File: config.mk
export PLATFORM = sky130hd
export DESIGN_NAME = bin2bcd_seq_flat
export DESIGN_NICKNAME = d
export VERILOG_FILES = /design/src/rtl/bcd_pkg.sv /design/src/rtl/bin2bcd_seq_if.sv /design/src/rtl/bcd_digit_adj.sv /design/src/rtl/bin2bcd_seq.sv /design/src/flat_wrapper.sv
export SDC_FILE = /design/constraint.sdc
export NUM_CORES = 1
export LEC_CHECK = 0
export BUFFER_PORTS_ARGS = -buffer_cell sky130_fd_sc_hd__buf_4
export CORE_MARGIN = 10
export CORE_UTILIZATION = 50
export DETAILED_ROUTE_END_ITERATION = 10
export PLACE_DENSITY = 0.7
export SYNTH_ARGS = -nofsm -noshare
export SYNTH_HDL_FRONTEND = slang
export SYNTH_SLANG_ARGS = --single-unit
File: constraint.sdc
create_clock -name clk -period 2.7 [get_ports clk]
set_input_delay 0.54 -clock clk [delete_from_list [all_inputs] [get_ports clk]]
set_output_delay 0.54 -clock clk [all_outputs]
set_load 0.05 [all_outputs]
File: src/rtl/bcd_pkg.sv
// rtl/bcd_pkg.sv - shared BCD types, FSM states and add-3 helper
package bcd_pkg;

    localparam int BCD_DIGIT_W = 4;

    typedef logic [BCD_DIGIT_W-1:0] bcd_digit_t;

    typedef enum logic [1:0] {
        IDLE,
        SHIFT,
        DONE
    } b2b_state_t;

    // Pre-shift correction so a digit >= 5 carries cleanly into the next digit after doubling.
    function automatic bcd_digit_t bcd_adj3(input bcd_digit_t d);
        return (d > 4'd4) ? bcd_digit_t'(d + 4'd3) : d;
    endfunction

endpackage

File: src/rtl/bin2bcd_seq_if.sv
// rtl/bin2bcd_seq_if.sv - converter handshake bundle; blank present only with BIN2BCD_BLANK_EN
interface bin2bcd_seq_if #(
    parameter int BIN_W  = 16,
    parameter int DIGITS = 5
);
    logic                  in_valid;
    logic                  in_ready;
    logic [BIN_W-1:0]      bin;
    logic                  out_valid;
    logic                  out_ready;
    logic [4*DIGITS-1:0]   bcd;
    logic                  ovf;
`ifdef BIN2BCD_BLANK_EN
    logic [DIGITS-1:0]     blank;

    modport master (
        output in_valid, bin, out_ready,
        input  in_ready, out_valid, bcd, ovf, blank
    );

    modport slave (
        input  in_valid, bin, out_ready,
        output in_ready, out_valid, bcd, ovf, blank
    );
`else
    modport master (
        output in_valid, bin, out_ready,
        input  in_ready, out_valid, bcd, ovf
    );

    modport slave (
        input  in_valid, bin, out_ready,
        output in_ready, out_valid, bcd, ovf
    );
`endif
endinterface

File: src/rtl/bcd_digit_adj.sv
// rtl/bcd_digit_adj.sv - combinational add-3 cell for one BCD digit
module bcd_digit_adj
    import bcd_pkg::*;
(
    input  bcd_digit_t d,
    output bcd_digit_t q
);

    assign q = bcd_adj3(d);

endmodule

File: src/rtl/bin2bcd_seq.sv
// rtl/bin2bcd_seq.sv - sequential shift-and-add-3 binary to BCD converter; optional BIN2BCD_BLANK_EN
module bin2bcd_seq
    import bcd_pkg::*;
#(
    parameter int BIN_W  = 16,
    parameter int DIGITS = 5
) (
    input  logic          clk,
    input  logic          rst_n,
    bin2bcd_seq_if.slave  bus
);

    localparam int CNT_W = $clog2(BIN_W);
    localparam int BCD_W = BCD_DIGIT_W * DIGITS;

    b2b_state_t        state;
    logic [BIN_W-1:0]  sh;
    logic [BCD_W-1:0]  bcd_q;
    logic [BCD_W-1:0]  bcd_adj;
    logic [CNT_W-1:0]  cnt;
    logic              ovf_q;
    logic              out_valid_q;
    logic              idle_q;
    logic              take;

    for (genvar g = 0; g < DIGITS; g++) begin : g_adj
        bcd_digit_adj u_adj (
            .d (bcd_q[g*BCD_DIGIT_W +: BCD_DIGIT_W]),
            .q (bcd_adj[g*BCD_DIGIT_W +: BCD_DIGIT_W])
        );
    end

    // A finished result leaving this edge frees the converter for a same-edge reload.
    assign take         = out_valid_q & bus.out_ready;
    assign bus.in_ready = idle_q | take;
    assign bus.out_valid = out_valid_q;
    assign bus.bcd      = bcd_q;
    assign bus.ovf      = ovf_q;

`ifdef BIN2BCD_BLANK_EN
    logic [DIGITS-1:0] blank_q;
    logic [DIGITS-1:0] blank_nx;
    logic              zero_above;

    // Scan from the most significant digit down; the units digit always stays lit.
    always_comb begin
        blank_nx   = '0;
        zero_above = 1'b1;
        for (int i = DIGITS - 1; i > 0; i--) begin
            zero_above  = zero_above & (bcd_q[i*BCD_DIGIT_W +: BCD_DIGIT_W] == 4'd0);
            blank_nx[i] = zero_above;
        end
    end

    assign bus.blank = blank_q;
`endif

    always_ff @(posedge clk or negedge rst_n) begin
        if (!rst_n) begin
            state       <= IDLE;
            idle_q      <= 1'b1;
            out_valid_q <= 1'b0;
            sh          <= '0;
            bcd_q       <= '0;
            cnt         <= '0;
            ovf_q       <= 1'b0;
`ifdef BIN2BCD_BLANK_EN
            blank_q     <= '0;
`endif
        end else begin
            case (state)
                IDLE: begin
                    if (bus.in_valid) begin
                        sh     <= bus.bin;
                        bcd_q  <= '0;
                        ovf_q  <= 1'b0;
                        cnt    <= CNT_W'(BIN_W - 1);
                        idle_q <= 1'b0;
                        state  <= SHIFT;
                    end
                end
                SHIFT: begin
                    bcd_q <= {bcd_adj[BCD_W-2:0], sh[BIN_W-1]};
                    sh    <= {sh[BIN_W-2:0], 1'b0};
                    ovf_q <= ovf_q | bcd_adj[BCD_W-1];
                    cnt   <= cnt - 1'b1;
                    if (cnt == '0) begin
                        state <= DONE;
                    end
                end
                DONE: begin
                    // First DONE cycle only publishes; the result is offered from the next edge on.
                    if (!out_valid_q) begin
                        out_valid_q <= 1'b1;
`ifdef BIN2BCD_BLANK_EN
                        blank_q     <= blank_nx;
`endif
                    end else if (bus.out_ready) begin
                        out_valid_q <= 1'b0;
`ifdef BIN2BCD_BLANK_EN
                        blank_q     <= '0;
`endif
                        if (bus.in_valid) begin
                            sh    <= bus.bin;
                            bcd_q <= '0;
                            ovf_q <= 1'b0;
                            cnt   <= CNT_W'(BIN_W - 1);
                            state <= SHIFT;
                        end else begin
                            idle_q <= 1'b1;
                            state  <= IDLE;
                        end
                    end
                end
                default: begin
                    idle_q <= 1'b1;
                    state  <= IDLE;
                end
            endcase
        end
    end

endmodule

File: src/flat_wrapper.sv
// flat-port wrapper written by rule: the top's interface ports become plain ports
module bin2bcd_seq_flat import bcd_pkg::*;
#(
    parameter int BIN_W  = 16,
    parameter int DIGITS = 5
)
  (clk, rst_n, bus_in_valid, bus_bin, bus_out_ready, bus_in_ready, bus_out_valid, bus_bcd, bus_ovf);
  bin2bcd_seq_if #(.BIN_W(BIN_W), .DIGITS(DIGITS)) bus_i ();
  input  logic clk;
  input  logic rst_n;
  input wire logic [$bits(bus_i.in_valid)-1:0] bus_in_valid;
  input wire logic [$bits(bus_i.bin)-1:0] bus_bin;
  input wire logic [$bits(bus_i.out_ready)-1:0] bus_out_ready;
  output wire logic [$bits(bus_i.in_ready)-1:0] bus_in_ready;
  output wire logic [$bits(bus_i.out_valid)-1:0] bus_out_valid;
  output wire logic [$bits(bus_i.bcd)-1:0] bus_bcd;
  output wire logic [$bits(bus_i.ovf)-1:0] bus_ovf;
  assign bus_i.in_valid = bus_in_valid;
  assign bus_i.bin = bus_bin;
  assign bus_i.out_ready = bus_out_ready;
  assign bus_in_ready = bus_i.in_ready;
  assign bus_out_valid = bus_i.out_valid;
  assign bus_bcd = bus_i.bcd;
  assign bus_ovf = bus_i.ovf;
  bin2bcd_seq #(.BIN_W(BIN_W), .DIGITS(DIGITS)) u_core (.clk(clk), .rst_n(rst_n), .bus(bus_i));
endmodule
==> run_results.csv <==
group,metric,value,unit
status,status,"complete, no violations",
clocking,clockRootBuffer,"clkbuf_8",
die,die_height,86.3,µm
pwr,netSwitchingPower,1780,µW
critical_path,cpPeakStageDelay,0.67,ns
clocking,cts_buffer_depth,2,
synth,synthTopCellsByCount,"44 x dfrtp_1, 40 x nand2_1, 20 x nor2_1, 18 x inv_1, 15 x a31oi_1",
pwr,combinationalPowerShare,55.8,%
placed_design,dp_hpwl,3.39,mm
clocking,cts_num_sinks,45,
detailed_routing,vias,1786,
clocking,ctsHoldBuffers,0,
pwr,power,3740,µW
critical_path,worstPathRequired,2.91,ns
synth,yosys_warnings,0,
sta,slew_viol_final,0,
detailed_routing,ant_nets,0,
synth,ys_ff_latch,45,
sta,fin_crit,1.98,ns
sta,finalCritPeriodShare,73.3,%
detailed_routing,dr.pass1.iters,4,
clocking,post_cts_buffers,0,
pwr,pwr_density_cell,1420,nW/µm²
finish,final_util,61.4,%
synth,yosysSeqAreaShare,51.4,%
clocking,htree_levels,2,
detailed_routing,wirelength,4.78,mm
die,initial_core_util,51.1,%
synth,syn-cell-area,2190,µm²
pwr,clkPwrFrac,10.5,%
detailed_routing,vias_per_cell,5.50,
die,ios,43,
finish,fin_nets,298,
critical_path,critPathLaunchType,"register",
pwr,swShare,47.7,%
synth,synth_cells,230,
synth,synth_edf_count,0,
synth,async_flop_share,100,%
synth,synth.area.top_cells,"dfrtp_1 50%, nand2_1 6.8%, a31oi_1 4.3%",
sta,setup_tns,0,ns
critical_path,path_class,"register to register",
placed_design,port_buffers,42,
finish,diodes,0,
die,rows,24,
synth,synthFlopType,"dfrtp_1",
finish,n_fill_cell,375,
synth,ys_types,30,
finish,area_delta_synth_final,20.1,%
sta,skew,0.00522,ns
clocking,cts_tree,"done",
detailed_routing,post-route-drc-count,0,
synth,yosysTopAreaCellShare,50.2,%
synth,yosys.cell_count.top_type,"dfrtp_1",
pwr,p_leak,0.00127,µW
detailed_routing,avgRoutedWirePerCell,14.7,µm
die,dieArea,7440,µm²
critical_path,crit_fanout,21,
synth,avgSynthCellArea,9.54,µm²
sta,worst_pin_slew,0.768,ns
synth,synthesis.nets,256,
min_path,hp-class,"primary input to async pin",
critical_path,cp_data_arrival_time,2.19,ns
critical_path,path_cells,"nor2_1 > a211oi_4 > buf_4 > nor2_1 > a31oi_1",
finish,drive_gt1_share,20.5,%
pwr,max-vdd-ir-drop,0.000987,V
sta,slew-limit-headroom,48.7,%
clocking,postCtsResizedCells,0,
pwr,p_int,1960,µW
global_route,grt_first_pass_wirelength,7.98,mm
sta,grt_setup_unrepaired,"no",
die,core_area,4290,µm²
pwr,seqPwrFrac,33.7,%
critical_path,slowest_stage,"a211oi_4",
global_route,grt_pass1_vias,1699,
clocking,clkTransAtPathRegs,0.08,ns
global_route,antenna_found_initial,0,
sta,fmax,505,MHz
synth,synth_top_area_cell,"dfrtp_1",
global_route,grt_max_degree,46,
global_route,gr-total-overflow,0,
detailed_routing,drtIter0Drc,163,
clocking,numCtsBuffers,5,
sta,finalHoldViolCount,0,
critical_path,crit_top_cell,"nor2_1",
global_route,gr-usage-all-layers,13.0,%
critical_path,end_kind,"register",
sta,setup_viol,0,
clocking,clk_latency,0.29,ns
flow_run,drv_cap,0,
die,die_x,86.3,µm
placed_design,gp_routability_congestion,0.756,
[metrics by stage]
step	instance area, µm²	instances	worst slack [ns]	hold WS [ns]
after floorplan	2190	230	0.956	0.244
after global placement	2560	317	0.762	0.481
after detailed placement	2560	317	0.684	0.485
after CTS	2640	325	0.700	0.252
after global routing	2640	325	0.466	0.270
final	2640	325	0.721	0.231
[area by class of cell]
class	instances	area (µm²)	share of cell area, %
tap	52	65.1	2.47
inverter	18	67.6	2.56
clock buffer	8	80.1	3.04
timing repair buffer	47	353	13.4
sequential	45	1130	42.8
multi-input combinational	155	943	35.8
[layer usage]
layer | share of wire, % | global-route usage [%] | up-vias
met1 | 48 | 17.0 | 862
met5 | 0 | 0 | -
met3 | 5.7 | 4.97 | 5
met2 | 45 | 19.5 | 30
li1 | - | - | 889
met4 | 1.1 | 4.12 | 0
[flip-flops by register name, summed over array words and instances, names as in the netlist]
register	count
u_core.bus.out_valid	1
u_core.cnt	4
u_core.idle_q	1
u_core.bus.bcd	20
u_core.state	2
u_core.bus.ovf	1
u_core.sh	16
[cell usage in the layout, fill, tap and decap left out, types with 2 or more instances in the layout]
cell type	Yosys	layout
nand2b_1	2	2
xor2_1	4	4
mux2i_1	5	5
o31ai_1	5	5
a21oi_1	8	8
a31oi_1	15	15
buf_4	3	47
xnor2_1	5	5
nor3_1	3	3
nor2_1	20	20
a32o_1	5	5
o32ai_1	4	4
ha_1	6	6
o21ai_0	14	14
clkbuf_1	3	3
inv_1	18	18
o22ai_1	5	5
clkbuf_8	0	5
a22o_1	6	6
nand2_1	40	40
dfrtp_1	44	44
[critical path: cells and delay by family (launching register included)]
family                 cells  cell delay, ns
AND/OR/NAND/NOR            2            0.21
AO/OA/AOI/OAI              2            0.81
flip-flops                 1            0.53
buffers and inverters      1            0.35
[power by group through the flow]
| stage | sequential (µW) | clock, µW | combinational (µW) |
|---|---|---|---|
| 6_report | 1260 | 392 | 2090 |
| 5_1_grt | 1310 | 434 | 2320 |
| 3_3_place_gp | 1260 | 0 | 2060 |
| 3_5_place_dp | 1270 | 0 | 2100 |
| 4_1_cts | 1260 | 402 | 2110 |
| 2_1_floorplan | 1690 | 0 | 1120 |
[path summary, 6_finish.rpt]
check,cells past startpoint,slack [ns],from,endpoint
min in group clk,2,0.47,bus_bin[0],u_core.sh[0]
min reg2reg,2,0.49,u_core.bus.ovf,u_core.bus.ovf
min,1,0.23,rst_n,u_core.bus.out_valid
max in group asynchronous,1,2.08,rst_n,u_core.sh[15]
max reg2reg,5,0.72,u_core.state[0],u_core.sh[7]
max,5,0.72,u_core.state[0],u_core.sh[7]
[cells by family after synthesis]
family | after synthesis | share of synthesized area, %
xor gates and xnor gates | 9 | 3.59
AOI/OAI and AO/OA | 66 | 20.5
and+or+nand+nor | 69 | 12.9
muxes | 5 | 2.28
buffers and inverters | 30 | 5.99
adders and majority gates | 6 | 3.42
DFF | 45 | 51.4
Power figures use the tool's default switching activity.
